[config.mk]
export PLATFORM = sky130hd
export DESIGN_NAME = red_ctrl
export DESIGN_NICKNAME = d
export VERILOG_FILES = /design/src/rtl/red_pkg.sv /design/src/rtl/red_add9.sv /design/src/rtl/red_cla4.sv /design/src/rtl/red_ctrl.sv
export SDC_FILE = /design/constraint.sdc
export NUM_CORES = 1
export LEC_CHECK = 0
export CORE_AREA = 2 2 118 92
export DETAILED_ROUTE_END_ITERATION = 12
export DIE_AREA = 0 0 120 94
export PLACE_DENSITY = 0.49
export SYNTH_ARGS = -nofsm -noshare
export SYNTH_HDL_FRONTEND = slang
export SYNTH_SLANG_ARGS = --single-unit
[constraint.sdc]
create_clock -name clk -period 10.5 [get_ports clk]
set_input_delay 3.15 -clock clk [delete_from_list [all_inputs] [get_ports clk]]
set_output_delay 3.15 -clock clk [all_outputs]
set_load 0.05 [all_outputs]
[src/rtl/red_pkg.sv]
// rtl/red_pkg.sv - shared state encoding, latency constant and byte extension helper
package red_pkg;

  localparam logic [1:0] IDLE = 2'd0;
  localparam logic [1:0] S_A  = 2'd1;
  localparam logic [1:0] S_B  = 2'd2;
  localparam logic [1:0] S_F  = 2'd3;

  localparam int RED_LAT = 4;

  function automatic logic [8:0] sext9(input logic [7:0] i_byte);
    return {i_byte[7], i_byte};
  endfunction

endpackage

[src/rtl/red_add9.sv]
// rtl/red_add9.sv - 9-bit signed adder with 10-bit result, three chained CLA cells
module red_add9 (
  input  logic signed [8:0] i_a,
  input  logic signed [8:0] i_b,
  input  logic              i_cin,
  output logic signed [9:0] o_sum
);

  // Operands widened to 12 bits so the three cells cover the signed 10-bit result.
  logic [11:0] w_a;
  logic [11:0] w_b;
  logic [11:0] w_s;
  logic [2:0]  w_cy;
  logic        w_unused;

  assign w_a = {{3{i_a[8]}}, i_a};
  assign w_b = {{3{i_b[8]}}, i_b};

  red_cla4 u_cla0 (.i_a(w_a[3:0]),  .i_b(w_b[3:0]),  .i_cin(i_cin),
                   .o_sum(w_s[3:0]),  .o_cout(w_cy[0]));
  red_cla4 u_cla1 (.i_a(w_a[7:4]),  .i_b(w_b[7:4]),  .i_cin(w_cy[0]),
                   .o_sum(w_s[7:4]),  .o_cout(w_cy[1]));
  red_cla4 u_cla2 (.i_a(w_a[11:8]), .i_b(w_b[11:8]), .i_cin(w_cy[1]),
                   .o_sum(w_s[11:8]), .o_cout(w_cy[2]));

  assign o_sum    = w_s[9:0];
  assign w_unused = &{1'b0, w_s[11:10], w_cy[2]};

endmodule

[src/rtl/red_cla4.sv]
// rtl/red_cla4.sv - 4-bit carry-lookahead adder cell
module red_cla4 (
  input  logic [3:0] i_a,
  input  logic [3:0] i_b,
  input  logic       i_cin,
  output logic [3:0] o_sum,
  output logic       o_cout
);

  logic [3:0] w_g;
  logic [3:0] w_p;
  logic [4:0] w_c;

  assign w_g = i_a & i_b;
  assign w_p = i_a ^ i_b;

  assign w_c[0] = i_cin;
  assign w_c[1] = w_g[0] | (w_p[0] & i_cin);
  assign w_c[2] = w_g[1] | (w_p[1] & w_g[0]) | (w_p[1] & w_p[0] & i_cin);
  assign w_c[3] = w_g[2] | (w_p[2] & w_g[1]) | (w_p[2] & w_p[1] & w_g[0])
                | (w_p[2] & w_p[1] & w_p[0] & i_cin);
  assign w_c[4] = w_g[3] | (w_p[3] & w_g[2]) | (w_p[3] & w_p[2] & w_g[1])
                | (w_p[3] & w_p[2] & w_p[1] & w_g[0])
                | (w_p[3] & w_p[2] & w_p[1] & w_p[0] & i_cin);

  assign o_sum  = w_p ^ w_c[3:0];
  assign o_cout = w_c[4];

endmodule

[src/rtl/red_ctrl.sv]
// rtl/red_ctrl.sv - four-byte signed reduction over one time-multiplexed 9-bit adder
module red_ctrl
  import red_pkg::*;
(
  input  logic        clk,
  input  logic        rst,
  input  logic        start,
  input  logic [15:0] A,
  input  logic [15:0] B,
  output logic        busy,
  output logic        done,
  output logic [15:0] Sum
);

  logic [1:0]  r_state;
  logic [15:0] r_a;
  logic [15:0] r_b;
  logic [8:0]  r_pab;
  logic [8:0]  r_pcd;
  logic [15:0] r_sum;
  logic        r_done;

  logic [8:0]  w_op_a;
  logic [8:0]  w_op_b;
  logic [9:0]  w_sum;

  always_comb begin
    w_op_a = r_pab;
    w_op_b = r_pcd;
    case (r_state)
      S_A: begin
        w_op_a = sext9(r_a[7:0]);
        w_op_b = sext9(r_a[15:8]);
      end
      S_B: begin
        w_op_a = sext9(r_b[7:0]);
        w_op_b = sext9(r_b[15:8]);
      end
      default: ;
    endcase
  end

  red_add9 u_add (.i_a(w_op_a), .i_b(w_op_b), .i_cin(1'b0), .o_sum(w_sum));

  always_ff @(posedge clk) begin
    if (rst) begin
      r_state <= IDLE;
      r_a     <= 16'h0000;
      r_b     <= 16'h0000;
      r_pab   <= 9'h000;
      r_pcd   <= 9'h000;
      r_sum   <= 16'h0000;
      r_done  <= 1'b0;
    end else begin
      r_done <= 1'b0;
      case (r_state)
        IDLE: begin
          if (start) begin
            r_a     <= A;
            r_b     <= B;
            r_state <= S_A;
          end
        end
        S_A: begin
          r_pab   <= w_sum[8:0];
          r_state <= S_B;
        end
        S_B: begin
          r_pcd   <= w_sum[8:0];
          r_state <= S_F;
        end
        default: begin
          r_sum   <= {{6{w_sum[9]}}, w_sum};
          r_done  <= 1'b1;
          r_state <= IDLE;
        end
      endcase
    end
  end

  assign busy = (r_state != IDLE);
  assign done = r_done;
  assign Sum  = r_sum;

endmodule

==> run_results.csv <==
group,metric,value,unit
layout,instances_no_fill,549,
logic_synthesis,syn_avg_cell_area,8.15,um^2
clock_tree,clk_latency,0.33,ns
routing,drt_iter0_markers,109,
layout,n_antenna_cell,0,
timing,period_share,48.0,%
job,maxCapViolations,0,
timing,skew,0.00312,ns
clock_tree,cts_tree,"done",
critical_path,critPathRequiredTime,7.35,ns
routing,dr.pass1.iters,4,
grt,grt_pass1_wl,12400,um
logic_synthesis,yosys-top-cells-area,"dfxtp_1 41%, nand2_1 9.1%, a21oi_1 7.8%, ha_1 4.9%, nor2_1 4.8%",
routing,wl_per_cell,13.6,um
placed_design,placed_cells,533,
grt,grt_pass1_vias,2469,
layout,layout_common_cells,"74 x nand2_1, 63 x dfxtp_1, 51 x clkdlybuf4s50_1, 48 x a21oi_1, 39 x nor2_1",
timing,max_slew_margin,24.3,%
critical_path,critPathMaxStageDelay,0.79,ns
critical_path,path_max_fanout,4,
clock_tree,cts.path.max_buffers,2,
critical_path,arrival,1.89,ns
grt,antenna_found_initial,0,
die,start_util,30.5,%
grt,overflow,0,
power_and_ir_drop,peakVddDrop,96.1,uV
grt,grt_max_degree,77,
critical_path,endpoint_kind,"primary output",
layout,mostFrequentLayoutCell,"nand2_1",
timing,hold_viol_final,0,
critical_path,slowest_stage,"clkdlybuf4s50_1",
die,fp.dieW,120,um
power_and_ir_drop,p_per_area,243,mW/mm^2
die,rows,32,
routing,drc_errors,0,
critical_path,startpoint_type,"flop",
logic_synthesis,synth_top_cell_area_share,41.2,%
timing,rsz0062_at_grt,"false",
clock_tree,hold_buffers,0,
grt,gr-usage-all-layers,14.2,%
clock_tree,cts-root-buf,"clkbuf_16",
timing,layout_min_cycle_time,5.04,ns
timing,max_freq,198,MHz
layout,area_growth,30.4,%
timing,setup_viol,0,
routing,antenna_left,0,
logic_synthesis,syn_inst,376,
placed_design,hpwl,4820,um
clock_tree,cts_made_buffers,9,
critical_path,path_class,"reg2out",
clock_tree,cts-resized-gates,0,
critical_path,path_cells,"inv_1 > ha_1 > inv_1 > clkdlybuf4s50_1",
placed_design,gp_congestion,0.750,
logic_synthesis,yosys_warnings,0,
logic_synthesis,yosysSeqAreaShare,41.2,%
timing,worstMarginPinSlew,1.14,ns
layout,finalNetCount,458,
routing,wl,7450,um
clock_tree,cts_setup_buffers,0,
placed_design,port_buffers,52,
timing,tns,0,ns
logic_synthesis,ys_types,37,
power_and_ir_drop,power_leakage,1.47,nW
clock_tree,path_clk_slew,0.05,ns
clock_tree,cts_max_level,3,
die,die_h,94,um
routing,num_vias,2630,
critical_path,cpMostUsedCell,"inv_1",
routing,via_per_inst,4.79,
timing,slew_viol_final,0,
logic_synthesis,syn_nets,426,
logic_synthesis,synth_area_leader_cell,"dfxtp_1",
clock_tree,cts.sinks,63,
logic_synthesis,synth_area,0.00306,mm^2
die,coreArea,0.0100,mm^2
die,dieArea,0.0113,mm^2
run_status,outcome,"finished clean",
layout,drive_gt1_share,5.81,%
die,ios,53,
logic_synthesis,ys_ff_latch,63,
min_path,hold_path.class,"reg2reg",
-- worst paths after layout --
| kind | from | to | slack [ns] | cells past startpoint |
|---|---|---|---|---|
| hold / removal | r_a[9] | r_a[9] | 0.45 | 2 |
| setup reg to reg | r_state[0] | r_pab[8] | 6.91 | 13 |
| hold reg to reg | r_a[9] | r_a[9] | 0.45 | 2 |
| setup / recovery | r_state[0] | busy | 5.46 | 4 |
-- cells in the mapped netlist --
| master | n |
|---|---|
| nand2_1 | 74 |
| dfxtp_1 | 63 |
| a21oi_1 | 48 |
| nor2_1 | 39 |
| clkbuf_1 | 20 |
| a22oi_1 | 16 |
| mux2i_1 | 13 |
| ha_1 | 12 |
| nand2b_1 | 10 |
| inv_1 | 9 |
| buf_1 | 8 |
| a211oi_1 | 7 |
| buf_4 | 6 |
| a21o_1 | 4 |
| a31oi_1 | 3 |
| fa_1 | 3 |
| nand3_1 | 3 |
| nand3b_1 | 3 |
| nor3b_1 | 3 |
| o2111ai_1 | 3 |
| o21ai_0 | 3 |
| o221ai_1 | 3 |
| o22ai_1 | 3 |
| o311ai_0 | 3 |
| or4_1 | 3 |
| o21a_1 | 2 |
| xnor2_1 | 2 |
| a2111oi_4 | 1 |
| a211oi_2 | 1 |
| and2_1 | 1 |
| and4_4 | 1 |
| buf_2 | 1 |
| nor2b_1 | 1 |
| o21bai_1 | 1 |
| o22a_1 | 1 |
| o31a_1 | 1 |
| xor2_1 | 1 |
-- area by class of cell --
type	instances	area, um^2
fillers	1035	6050
multi-input cells	269	1610
well taps	136	170
clock buffers	9	225
clock inverters	7	145
repair buffers	56	546
inverters	9	33.8
flip-flops and latches	63	1260
-- per-layer routing --
layer / GRT usage [%] / vias to the layer above / share of wire (%)
met5: 0 / - / 0
met4: 5.78 / 0 / 1.2
met3: 4.43 / 9 / 4.7
met2: 21.9 / 53 / 43
met1: 18.4 / 1211 / 51
li1: - / 1357 / -
-- power breakdown --
group	switching, mW	total, mW	internal, mW
sequential	0.0147	0.283	0.268
combinational	0.201	0.321	0.120
clock	0.112	0.369	0.256
total	0.328	0.972	0.645
-- state kept, by name, summed over array words and instances, names as in the netlist --
signal	flops
r_a	16
r_pab	9
r_b	16
done	1
r_pcd	9
r_state	2
Sum	10
-- logic make-up after synthesis --
logic type	share of synthesized area [%]
AND/OR/NAND/NOR	19.4
AO/OA/AOI/OAI	21.4
flip-flops	41.2
buffers and inverters	6.17
adder cells (fa/ha/maj)	6.86
multiplexers	4.25
XOR/XNOR	0.858
-- metrics by stage --
step | power [mW] | setup slack, ns | utilization [%] | hold slack (ns) | area [um^2]
4_1_cts | 0.984 | 5.44 | 39.8 | 0.456 | 4000
3_3_place_gp | 0.608 | 5.51 | 36.1 | 0.442 | 3620
2_1_floorplan | 0.529 | 6.34 | - | 0.436 | 3060
3_5_place_dp | 0.609 | 5.44 | 36.1 | 0.449 | 3620
5_1_grt | 1.04 | 5.36 | 39.8 | 0.476 | 4000
6_report | 0.972 | 5.46 | 39.8 | 0.454 | 4000
-- worst max-delay path, delay by kind of cell (launching register included) --
kind / cells / cell delay, ns
adders and majority gates: 1 / 0.24
buffers and inverters: 3 / 0.96
DFF: 1 / 0.36
No activity file was read; power rests on OpenSTA's default activity.
